**src/rtl/bridge_sequencer_pkg.sv**
```systemverilog
// Shared types for the H-bridge sequencer: command codes, FSM states,
// gate patterns and the command-to-pattern mapping.
package bridge_pkg;

    typedef enum logic [2:0] {
        CMD_PAUSE = 3'd0,
        CMD_PLUS  = 3'd1,
        CMD_MINUS = 3'd2,
        CMD_BAL_P = 3'd3,
        CMD_BAL_N = 3'd4,
        CMD_START = 3'd5,
        CMD_STOP  = 3'd6,
        CMD_DISCH = 3'd7
    } cmd_e;

    typedef enum logic [2:0] {
        IDLE    = 3'd0,
        PRECH   = 3'd1,
        OVERLAP = 3'd2,
        RUN     = 3'd3,
        DISCH   = 3'd4,
        FAULT   = 3'd5
    } state_e;

    typedef struct packed {
        logic [4:1] top;
        logic [4:1] bot;
    } pattern_t;

    localparam pattern_t PAT_PAUSE = '{top: 4'b0000, bot: 4'b0000};
    localparam pattern_t PAT_PLUS  = '{top: 4'b0001, bot: 4'b0010};
    localparam pattern_t PAT_MINUS = '{top: 4'b0010, bot: 4'b0001};
    localparam pattern_t PAT_BAL_P = '{top: 4'b0100, bot: 4'b1000};
    localparam pattern_t PAT_BAL_N = '{top: 4'b1000, bot: 4'b0100};

    // Discharge arm progress: number of sequence steps (7,0,7,0) already seen.
    localparam int ARM_W = 3;

    function automatic pattern_t cmd_to_pattern(input cmd_e c);
        case (c)
            CMD_PLUS:  return PAT_PLUS;
            CMD_MINUS: return PAT_MINUS;
            CMD_BAL_P: return PAT_BAL_P;
            CMD_BAL_N: return PAT_BAL_N;
            default:   return PAT_PAUSE;
        endcase
    endfunction

    function automatic int max3(input int a, input int b, input int c);
        int m;
        m = (a > b) ? a : b;
        return (m > c) ? m : c;
    endfunction

endpackage

```
**src/rtl/bridge_sequencer_if.sv**
```systemverilog
// Board-side bundle of the sequencer: strobed command bus, error pins,
// gate/contactor outputs and status for the UART reporter.
interface bridge_sequencer_if;
    logic       cmd_strobe;
    logic [2:0] cmd;
    logic [4:1] err_dr_n;
    logic       err_i_n;
    logic       err_u_n;
    logic       stop_k_n;

    logic [4:1] top;
    logic [4:1] bot;
    logic       plus;
    logic       minus;
    logic       pause_p;
    logic       pause_n;
    logic       fan;
    logic       charge;
    logic       st;
    logic       td;
    logic       fault;
    logic [4:1] erbd;
    logic [2:0] state;

    modport master (
        output cmd_strobe, cmd, err_dr_n, err_i_n, err_u_n, stop_k_n,
        input  top, bot, plus, minus, pause_p, pause_n,
        input  fan, charge, st, td, fault, erbd, state
    );

    modport slave (
        input  cmd_strobe, cmd, err_dr_n, err_i_n, err_u_n, stop_k_n,
        output top, bot, plus, minus, pause_p, pause_n,
        output fan, charge, st, td, fault, erbd, state
    );
endinterface

```
**src/rtl/bridge_sequencer_gate_deadtime.sv**
```systemverilog
// Turns a requested gate pattern into the applied one, inserting DEAD_CYC
// all-off cycles between differing non-pause patterns.
module gate_deadtime
    import bridge_pkg::*;
#(
    parameter int DEAD_CYC = 50
) (
    input  logic     clk,
    input  logic     rst_n,
    input  pattern_t target,
    input  logic     force_off,
    output pattern_t applied
);
    localparam int CNT_W = $clog2(DEAD_CYC + 1);

    logic [CNT_W-1:0] cnt;
    logic             in_dead;

    // A retarget during dead time just updates target; cnt keeps running.
    always_ff @(posedge clk or negedge rst_n) begin
        if (!rst_n) begin
            applied <= PAT_PAUSE;
            cnt     <= '0;
            in_dead <= 1'b0;
        end else if (force_off || target == PAT_PAUSE) begin
            applied <= PAT_PAUSE;
            cnt     <= '0;
            in_dead <= 1'b0;
        end else if (in_dead) begin
            if (cnt == CNT_W'(DEAD_CYC - 1)) begin
                applied <= target;
                cnt     <= '0;
                in_dead <= 1'b0;
            end else begin
                cnt <= cnt + 1'b1;
            end
        end else if (target != applied) begin
            applied <= PAT_PAUSE;
            cnt     <= '0;
            in_dead <= 1'b1;
        end
    end

endmodule

```
**src/rtl/bridge_sequencer.sv**
```systemverilog
// H-bridge controller: synchronizes the command/error pins, runs the
// precharge / run / discharge / fault FSM and drives gates via dead-time logic.
module bridge_sequencer
    import bridge_pkg::*;
#(
    parameter int FREQ       = 50_000_000,
    parameter int DEAD_CYC   = 50,
    parameter int CHARGE_MS  = 15000,
    parameter int OVERLAP_MS = 1000,
    parameter int DISCH_MS   = 2000
) (
    input logic               clk,
    input logic               rst_n,
    bridge_sequencer_if.slave bus
);
    localparam int PRESC   = FREQ / 1000;
    localparam int PRESC_W = $clog2(PRESC + 1);
    localparam int MAX_MS  = max3(CHARGE_MS, OVERLAP_MS, DISCH_MS);
    localparam int MS_W    = $clog2(MAX_MS + 1);
    localparam int SYNC_W  = 11;
    // Error pins idle high, so the synchronizers come out of reset inactive.
    localparam logic [SYNC_W-1:0] SYNC_IDLE = {1'b0, 3'b000, 4'b1111, 3'b111};

    logic [SYNC_W-1:0] sync1, sync2;
    logic              strobe_s, strobe_prev;
    logic [2:0]        cmd_s;
    logic [4:1]        err_dr_s;
    logic              err_i_s, err_u_s, stop_s;
    logic              err_any;

    logic              cmd_vld;
    cmd_e              cmd_q;

    logic [PRESC_W-1:0] presc;
    logic [MS_W-1:0]    ms_cnt;
    logic               tick;

    state_e             state, state_nxt;
    pattern_t           target, target_nxt, applied;
    logic [ARM_W-1:0]   arm, arm_nxt;
    logic               force_off;

    logic               fan_q, charge_q, st_q, td_q, fault_q;
    logic [4:1]         erbd_q;

    assign {strobe_s, cmd_s, err_dr_s, err_i_s, err_u_s, stop_s} = sync2;
    assign err_any = ~(&err_dr_s) | ~err_i_s | ~err_u_s | ~stop_s;

    always_ff @(posedge clk or negedge rst_n) begin
        if (!rst_n) begin
            sync1       <= SYNC_IDLE;
            sync2       <= SYNC_IDLE;
            strobe_prev <= 1'b0;
        end else begin
            sync1       <= {bus.cmd_strobe, bus.cmd, bus.err_dr_n,
                            bus.err_i_n, bus.err_u_n, bus.stop_k_n};
            sync2       <= sync1;
            strobe_prev <= strobe_s;
        end
    end

    // Captured command is a one-cycle pulse, acted on by the FSM next cycle.
    always_ff @(posedge clk or negedge rst_n) begin
        if (!rst_n) begin
            cmd_vld <= 1'b0;
            cmd_q   <= CMD_PAUSE;
        end else begin
            cmd_vld <= strobe_s & ~strobe_prev;
            if (strobe_s & ~strobe_prev)
                cmd_q <= cmd_e'(cmd_s);
        end
    end

    assign tick = (presc == PRESC_W'(PRESC - 1));

    always_ff @(posedge clk or negedge rst_n) begin
        if (!rst_n) begin
            presc  <= '0;
            ms_cnt <= '0;
        end else if (state_nxt != state) begin
            presc  <= '0;
            ms_cnt <= '0;
        end else if (tick) begin
            presc  <= '0;
            ms_cnt <= ms_cnt + 1'b1;
        end else begin
            presc  <= presc + 1'b1;
        end
    end

    always_comb begin
        state_nxt  = state;
        target_nxt = target;
        arm_nxt    = '0;
        if (err_any) begin
            state_nxt = FAULT;
        end else begin
            case (state)
                IDLE: begin
                    arm_nxt = arm;
                    if (cmd_vld) begin
                        case (cmd_q)
                            CMD_START: begin
                                state_nxt = PRECH;
                                arm_nxt   = '0;
                            end
                            CMD_DISCH: arm_nxt = (arm == 3'd2) ? 3'd3 : 3'd1;
                            CMD_PAUSE: arm_nxt = (arm == 3'd1) ? 3'd2 :
                                                 (arm == 3'd3) ? 3'd4 : 3'd0;
                            CMD_PLUS, CMD_BAL_P: begin
                                arm_nxt = '0;
                                if (arm == 3'd4) begin
                                    state_nxt  = DISCH;
                                    target_nxt = cmd_to_pattern(cmd_q);
                                end
                            end
                            default: arm_nxt = '0;
                        endcase
                    end
                end
                PRECH: begin
                    if (cmd_vld && cmd_q == CMD_STOP)
                        state_nxt = IDLE;
                    else if (tick && ms_cnt == MS_W'(CHARGE_MS - 1))
                        state_nxt = OVERLAP;
                end
                OVERLAP: begin
                    if (cmd_vld && cmd_q == CMD_STOP)
                        state_nxt = IDLE;
                    else if (tick && ms_cnt == MS_W'(OVERLAP_MS - 1))
                        state_nxt = RUN;
                end
                RUN: begin
                    if (cmd_vld) begin
                        case (cmd_q)
                            CMD_STOP:  state_nxt  = IDLE;
                            CMD_START: target_nxt = target;
                            CMD_DISCH: target_nxt = PAT_PAUSE;
                            default:   target_nxt = cmd_to_pattern(cmd_q);
                        endcase
                    end
                end
                DISCH: begin
                    if ((cmd_vld && cmd_q == CMD_STOP) ||
                        (tick && ms_cnt == MS_W'(DISCH_MS - 1)))
                        state_nxt = IDLE;
                end
                FAULT: begin
                    if (cmd_vld && cmd_q == CMD_STOP)
                        state_nxt = IDLE;
                end
                default: state_nxt = IDLE;
            endcase
        end
        if (state_nxt == IDLE || state_nxt == FAULT)
            target_nxt = PAT_PAUSE;
    end

    // Stop and fault kill the gates in the same edge, bypassing dead time.
    assign force_off = (state_nxt == IDLE) || (state_nxt == FAULT);

    always_ff @(posedge clk or negedge rst_n) begin
        if (!rst_n) begin
            state    <= IDLE;
            target   <= PAT_PAUSE;
            arm      <= '0;
            fan_q    <= 1'b0;
            charge_q <= 1'b0;
            st_q     <= 1'b0;
            td_q     <= 1'b0;
            fault_q  <= 1'b0;
            erbd_q   <= '0;
        end else begin
            state    <= state_nxt;
            target   <= target_nxt;
            arm      <= arm_nxt;
            charge_q <= (state_nxt == PRECH) || (state_nxt == OVERLAP);
            st_q     <= (state_nxt == OVERLAP) || (state_nxt == RUN);
            td_q     <= (state_nxt == DISCH);
            fault_q  <= (state_nxt == FAULT);
            if (state_nxt == PRECH)
                fan_q <= 1'b1;
            else if (state_nxt == IDLE)
                fan_q <= 1'b0;
            if (state_nxt == FAULT)
                erbd_q <= erbd_q | ~err_dr_s;
            else if (state_nxt == IDLE)
                erbd_q <= '0;
        end
    end

    gate_deadtime #(
        .DEAD_CYC (DEAD_CYC)
    ) u_gate (
        .clk       (clk),
        .rst_n     (rst_n),
        .target    (target_nxt),
        .force_off (force_off),
        .applied   (applied)
    );

    assign bus.top     = applied.top;
    assign bus.bot     = applied.bot;
    assign bus.plus    = (applied == PAT_PLUS);
    assign bus.minus   = (applied == PAT_MINUS);
    assign bus.pause_p = (applied == PAT_BAL_P);
    assign bus.pause_n = (applied == PAT_BAL_N);
    assign bus.fan     = fan_q;
    assign bus.charge  = charge_q;
    assign bus.st      = st_q;
    assign bus.td      = td_q;
    assign bus.fault   = fault_q;
    assign bus.erbd    = erbd_q;
    assign bus.state   = state;

endmodule

```
**src/flat_wrapper.sv**
```systemverilog
// flat-port wrapper written by rule: the top's interface ports become plain ports
module bridge_sequencer_flat import bridge_pkg::*;
#(
    parameter int FREQ       = 50_000_000,
    parameter int DEAD_CYC   = 50,
    parameter int CHARGE_MS  = 15000,
    parameter int OVERLAP_MS = 1000,
    parameter int DISCH_MS   = 2000
)
  (clk, rst_n, bus_cmd_strobe, bus_cmd, bus_err_dr_n, bus_err_i_n, bus_err_u_n, bus_stop_k_n, bus_top, bus_bot, bus_plus, bus_minus, bus_pause_p, bus_pause_n, bus_fan, bus_charge, bus_st, bus_td, bus_fault, bus_erbd, bus_state);
  bridge_sequencer_if bus_i ();
  input logic clk;
  input logic rst_n;
  input wire logic [$bits(bus_i.cmd_strobe)-1:0] bus_cmd_strobe;
  input wire logic [$bits(bus_i.cmd)-1:0] bus_cmd;
  input wire logic [$bits(bus_i.err_dr_n)-1:0] bus_err_dr_n;
  input wire logic [$bits(bus_i.err_i_n)-1:0] bus_err_i_n;
  input wire logic [$bits(bus_i.err_u_n)-1:0] bus_err_u_n;
  input wire logic [$bits(bus_i.stop_k_n)-1:0] bus_stop_k_n;
  output wire logic [$bits(bus_i.top)-1:0] bus_top;
  output wire logic [$bits(bus_i.bot)-1:0] bus_bot;
  output wire logic [$bits(bus_i.plus)-1:0] bus_plus;
  output wire logic [$bits(bus_i.minus)-1:0] bus_minus;
  output wire logic [$bits(bus_i.pause_p)-1:0] bus_pause_p;
  output wire logic [$bits(bus_i.pause_n)-1:0] bus_pause_n;
  output wire logic [$bits(bus_i.fan)-1:0] bus_fan;
  output wire logic [$bits(bus_i.charge)-1:0] bus_charge;
  output wire logic [$bits(bus_i.st)-1:0] bus_st;
  output wire logic [$bits(bus_i.td)-1:0] bus_td;
  output wire logic [$bits(bus_i.fault)-1:0] bus_fault;
  output wire logic [$bits(bus_i.erbd)-1:0] bus_erbd;
  output wire logic [$bits(bus_i.state)-1:0] bus_state;
  assign bus_i.cmd_strobe = bus_cmd_strobe;
  assign bus_i.cmd = bus_cmd;
  assign bus_i.err_dr_n = bus_err_dr_n;
  assign bus_i.err_i_n = bus_err_i_n;
  assign bus_i.err_u_n = bus_err_u_n;
  assign bus_i.stop_k_n = bus_stop_k_n;
  assign bus_top = bus_i.top;
  assign bus_bot = bus_i.bot;
  assign bus_plus = bus_i.plus;
  assign bus_minus = bus_i.minus;
  assign bus_pause_p = bus_i.pause_p;
  assign bus_pause_n = bus_i.pause_n;
  assign bus_fan = bus_i.fan;
  assign bus_charge = bus_i.charge;
  assign bus_st = bus_i.st;
  assign bus_td = bus_i.td;
  assign bus_fault = bus_i.fault;
  assign bus_erbd = bus_i.erbd;
  assign bus_state = bus_i.state;
  bridge_sequencer #(.FREQ(FREQ), .DEAD_CYC(DEAD_CYC), .CHARGE_MS(CHARGE_MS), .OVERLAP_MS(OVERLAP_MS), .DISCH_MS(DISCH_MS)) u_core (.clk(clk), .rst_n(rst_n), .bus(bus_i));
endmodule
```
**config.mk**
```make
export PLATFORM = sky130hd
export DESIGN_NAME = bridge_sequencer_flat
export DESIGN_NICKNAME = d
export VERILOG_FILES = /design/src/rtl/bridge_sequencer_pkg.sv /design/src/rtl/bridge_sequencer_if.sv /design/src/rtl/bridge_sequencer_gate_deadtime.sv /design/src/rtl/bridge_sequencer.sv /design/src/flat_wrapper.sv
export SDC_FILE = /design/constraint.sdc
export NUM_CORES = 1
export LEC_CHECK = 0
export BUFFER_PORTS_ARGS = -buffer_cell sky130_fd_sc_hd__buf_4
export CORE_ASPECT_RATIO = 0.5
export CORE_MARGIN = 4
export CORE_UTILIZATION = 33
export CTS_BUF_LIST = sky130_fd_sc_hd__clkbuf_16
export CTS_CLUSTER_DIAMETER = 60
export CTS_CLUSTER_SIZE = 10
export DETAILED_ROUTE_END_ITERATION = 6
export PLACE_DENSITY = 0.5
export SYNTH_ARGS = -nofsm -noshare
export SYNTH_HDL_FRONTEND = slang
export SYNTH_HIERARCHICAL = 1
export SYNTH_SLANG_ARGS = --single-unit
```
**constraint.sdc**
```tcl
create_clock -name clk -period 4.2 [get_ports clk]
set_input_delay 0.63 -clock clk [delete_from_list [all_inputs] [get_ports clk]]
set_output_delay 0.63 -clock clk [all_outputs]
set_load 0.005 [all_outputs]
```
### Word-level counts from Yosys, hierarchy flattened

Index checks and enable logic that the tools add are counted.

* register bits after elaboration: 95
* input bits: 13
* output and inout bits: 24
* logic and storage cells: 139

* add/sub/neg operators: 3
* equality and inequality tests: 34
* mux-type cells: 49
* bitwise operators: 11
* reduce and logical (&&, ||, !) cells: 21

Operator list (number)
* $mux W8: 10
* $mux W3: 16
* $mux W16: 2
* $pmux W8 S2: 2
* $pmux W8 S4: 1
* $mux W14: 2
* $eq A3 B3 Y1 const B: 9
* $eq A3 B2 Y1 const B: 8
* $mux W6: 4
* $pmux W3 S6: 1
* $add A16 B1 Y16 const B: 1
* $eq A16 B16 Y1 const B: 1
* $add A14 B1 Y14 const B: 1
* $eq A14 B10 Y1 const B: 1
* $eq A14 B11 Y1 const B: 1
* $eq A14 B14 Y1 const B: 1
* $eq A3 B1 Y1 const B: 4
* $pmux W3 S2: 2
* $logic_not A3 Y1: 3
* $eq A8 B5 Y1 const B: 1
* $eq A8 B6 Y1 const B: 1
* $eq A8 B7 Y1 const B: 1
* $eq A8 B8 Y1 const B: 1
* $logic_not A8 Y1: 1
* other kinds (20): 43

### Logic depth before layout (Yosys ltp)

* word-level depth: 13
* gate-level depth with buffers: 16
* mapped depth without buffers: 13

### By module

The synthesis kept the hierarchy.

By module, submodules not included
* bridge_sequencer: times used 1, cells each 353, area an instance 3719.8 µm², sequential area each 2019.4 µm²
* gate_deadtime: times used 1, cells each 79, area an instance 872.1 µm², sequential area each 375.4 µm²

### Worst setup path before layout

Ideal clock, no wire load.

* path kind: reg-to-reg
* from: register u_core.presc[0]
* to: register, netlist name u_core/u_gate/applied[2]
* library setup time: 0.126 ns
* arrival: 3.507 ns
* data required time: 4.074 ns
* setup slack: 0.567 ns
* cell stages (with the launch flop): 17
* buffers on the path: 4
* clock period less this slack: 3.633 ns
* cells stage by stage: dfrtp_1 ha_1 and3_1 buf_2 nand4_1 o31a_1 or3_1 buf_4 xnor2_1 nor2_1 a211oi_1 nor4_1 a211oi_1 and3_1 buf_6 buf_8 a221o_1

RTL lines
* start: declaration: line bridge_sequencer.sv:34 `logic [PRESC_W-1:0] presc;`
* start signal: assignment: line bridge_sequencer.sv:87 `presc <= presc + 1'b1;`

==> flow_summary.toml <==
[cells_and_area]
fill_cells = 1373
syn2layout_area_growth_pct = 19.6
fin_util = 0.404
fin_nets = 502
drive_gt1_frac = 0.276
antennaDiodeCount = 0
finish.instance_area_um2 = 5490

[cts]
cts_resized = 0
clk_transition_reported_paths_ns = 0.07
cts-root-buf = "clkbuf_16"
clock_sinks = 95
cts_made_buffers = 9
insertion_delay_ns = 0.34
htree_levels = 3
clk_path_buf_depth = 2
cts_tree = "done"
postCtsSetupBuffers = 0
holdBufCountCts = 0

[yosys]
synth.top_cells.by_area = "dfrtp_1 44%, dfstp_2 8.0%, xor2_1 4.0%, nand2_1 2.9%, nor2_2 2.7%"
ys_warn_count = 6
syn_nets = 449
synth_edf_count = 0
async_reset_ff_frac = 1.00
yosysSeqAreaShare = 0.522
syn_avg_cell_area_um2 = 10.6
synthFlopType = "dfrtp_1"
synth_top_area_cell = "dfrtp_1"
synthesis.area_um2 = 4590
yosysTopAreaCellShare = 0.441
synth-seq-cells = 95
yosysUniqueCellTypes = 58
synthCells = 432

[global_route]
track_usage = 0.133
grt_max_degree = 70
grt_pass1_vias = 3340
antenna_found_initial = 0
grt_pass1_wl_mm = 17.4
grt.overflow.total = 0

[run]
maxCapViolations = 0

[routing]
initialDrtViolationCount = 175
vias = 3400
routed_wirelength_mm = 10.2
drcViolationCount = 0
dr.pass1.iters = 4
routedWlPerCell_um = 15.0
antenna_left = 0
routed_via_density = 4.99

[sta]
post-route-period-util = 0.933
fin_crit_ns = 3.92
hold_viol = 0
final.setup.tns_ns = 0
finalMaxSlewViolations = 0
rsz0062_at_grt = "false"
setup-violations-final = 0
fmax_mhz = 255
finalClockSkew_ns = 0.0104
tightest_slew_ns = 0.892
fin_ws_ns = 0.281
slew_headroom = 0.406

[critical_path]
start_kind = "flop"
worst-path-buf-inv = 1
crit_chain = "or4_1 > or3_1 > nor4_2 > o22a_1 > xnor2_1 > nor2_2 > a211oi_1 > nor4_1 > buf_4 > a211oi_1 > and3_2 > a221o_2"
r2r_setup_slack_ns = 0.28
cpMaxStageDelayCell = "or4_1"
cp_common_cell = "a211oi_1"
max_stage_delay_ns = 0.54
crit_required_ns = 4.48
critPathKind = "flop to flop"
cpLargestDelayFamily = "simple AND/OR/NAND/NOR gates"
crit_path_max_fanout = 14
critical_path.endpoint_type = "flop"
cp.arrival_ns = 4.20

[min_path]
min_path_type = "flop to flop"

[die]
design.die.area_um2 = 16000
fp.dieH_um = 91.4
start_util = 0.338
io_pins = 37
die_w_um = 175
core_area_um2 = 13600
rows = 30

[status]
status = "finished, final reports clean"

[power_and_ir_drop]
ir_drop_uv = 175
power.leakage_nw = 2.39
power.density_nw_per_um2 = 363

[place]
dpl-instance-area_um2 = 5150
dp.final_hpwl_mm = 7.08
gp_routability_congestion = 0.801
io_buffers = 36
pre_cts_ws_ns = 0.0420
-- through the flow --
step	power (mW)	cells	hold slack, ns
after global routing	2.09	682	0.358
after global placement	1.17	666	0.335
after CTS	2.03	682	0.356
after detailed placement	1.17	666	0.339
final	2.00	682	0.353
after floorplan	1.11	432	0.331
-- power breakdown --
| part | switching (mW) | internal, mW |
|---|---|---|
| combinational | 0.0765 | 0.0632 |
| sequential | 0.0435 | 0.966 |
| clock | 0.372 | 0.475 |
-- state kept, by name, indices dropped and copies added, names as in the netlist --
signal	cells
u_core/bus.st	1
u_core/arm	3
u_core/target	8
u_core/bus.erbd	4
u_core/sync2	11
u_core/bus.fan	1
u_core/u_gate/cnt	6
u_core/cmd_vld	1
u_core/strobe_prev	1
u_core/u_gate/in_dead	1
u_core/cmd_q	3
u_core/bus.fault	1
u_core/ms_cnt	14
u_core/bus.state	3
u_core/bus.td	1
u_core/sync1	11
u_core/bus.charge	1
u_core/u_gate/applied	8
u_core/presc	16
-- cell families after synthesis --
logic type,Yosys count,share of synthesized area
AOI/OAI and AO/OA,55,0.0880
adders and majority gates,6,0.0153
DFF,95,0.522
and+or+nand+nor,206,0.261
muxes,5,0.0123
buffers and inverters,31,0.0373
xor gates and xnor gates,34,0.0649
-- Yosys cell counts, drive strengths merged (12+ instances only) --
cell	instances
a221o	12
nor2	44
inv	16
xnor2	13
nand2	35
nor4	15
nor3	21
xor2	21
a21oi	17
dfstp	14
dfrtp	81
and3	13
nand3	18
-- final timing paths --
path	startpoint	to	depth (start not counted)
worst max-delay path	u_core/ms_cnt[4]	u_core/u_gate/applied[7]	12
worst min-delay path	u_core/sync1[8]	u_core/sync2[8]	0
worst max register to register	u_core/ms_cnt[4]	u_core/u_gate/applied[7]	12
worst min register to register	u_core/sync1[8]	u_core/sync2[8]	0
max in group asynchronous	rst_n	u_core/u_gate/cnt[3]	2
min in group asynchronous	rst_n	u_core/presc[12]	1
-- layer usage --
layer / global-route usage / share of wire
met2: 0.191 / 0.45
met1: 0.197 / 0.50
met5: 0 / 0
met3: 0.0324 / 0.033
met4: 0.0379 / 0.011
-- layout by cell type, fill, tap and decap left out, types with 5 or more instances in the layout --
| cell type | synthesis | final |
|---|---|---|
| nand3_1 | 17 | 17 |
| dfstp_2 | 14 | 14 |
| nor2_1 | 24 | 23 |
| or3_1 | 5 | 5 |
| a221o_1 | 8 | 8 |
| xor2_1 | 21 | 21 |
| nor3_1 | 20 | 18 |
| nand2_1 | 35 | 35 |
| nor2b_1 | 9 | 9 |
| clkbuf_16 | 0 | 9 |
| o21ai_0 | 6 | 6 |
| nand2b_1 | 5 | 5 |
| and4_1 | 9 | 9 |
| xnor2_1 | 13 | 13 |
| nor4_1 | 15 | 13 |
| and2_1 | 6 | 6 |
| and3_1 | 13 | 12 |
| nand4_1 | 8 | 8 |
| dfrtp_1 | 81 | 81 |
| a21oi_1 | 17 | 17 |
| nor2_2 | 20 | 21 |
| mux2_2 | 5 | 5 |
| buf_4 | 1 | 57 |
| inv_1 | 16 | 16 |
-- final cells by class --
class | instances | area (um2) | share of cell area
sequential | 95 | 2390 | 0.436
inverter | 16 | 60.1 | 0.0109
timing repair buffer | 57 | 428 | 0.0779
clock buffer | 9 | 225 | 0.0410
clock inverter | 7 | 85.1 | 0.0155
tap | 192 | 240 | 0.0437
multi-input combinational | 306 | 2060 | 0.375
(Power assumes the default switching activity.)
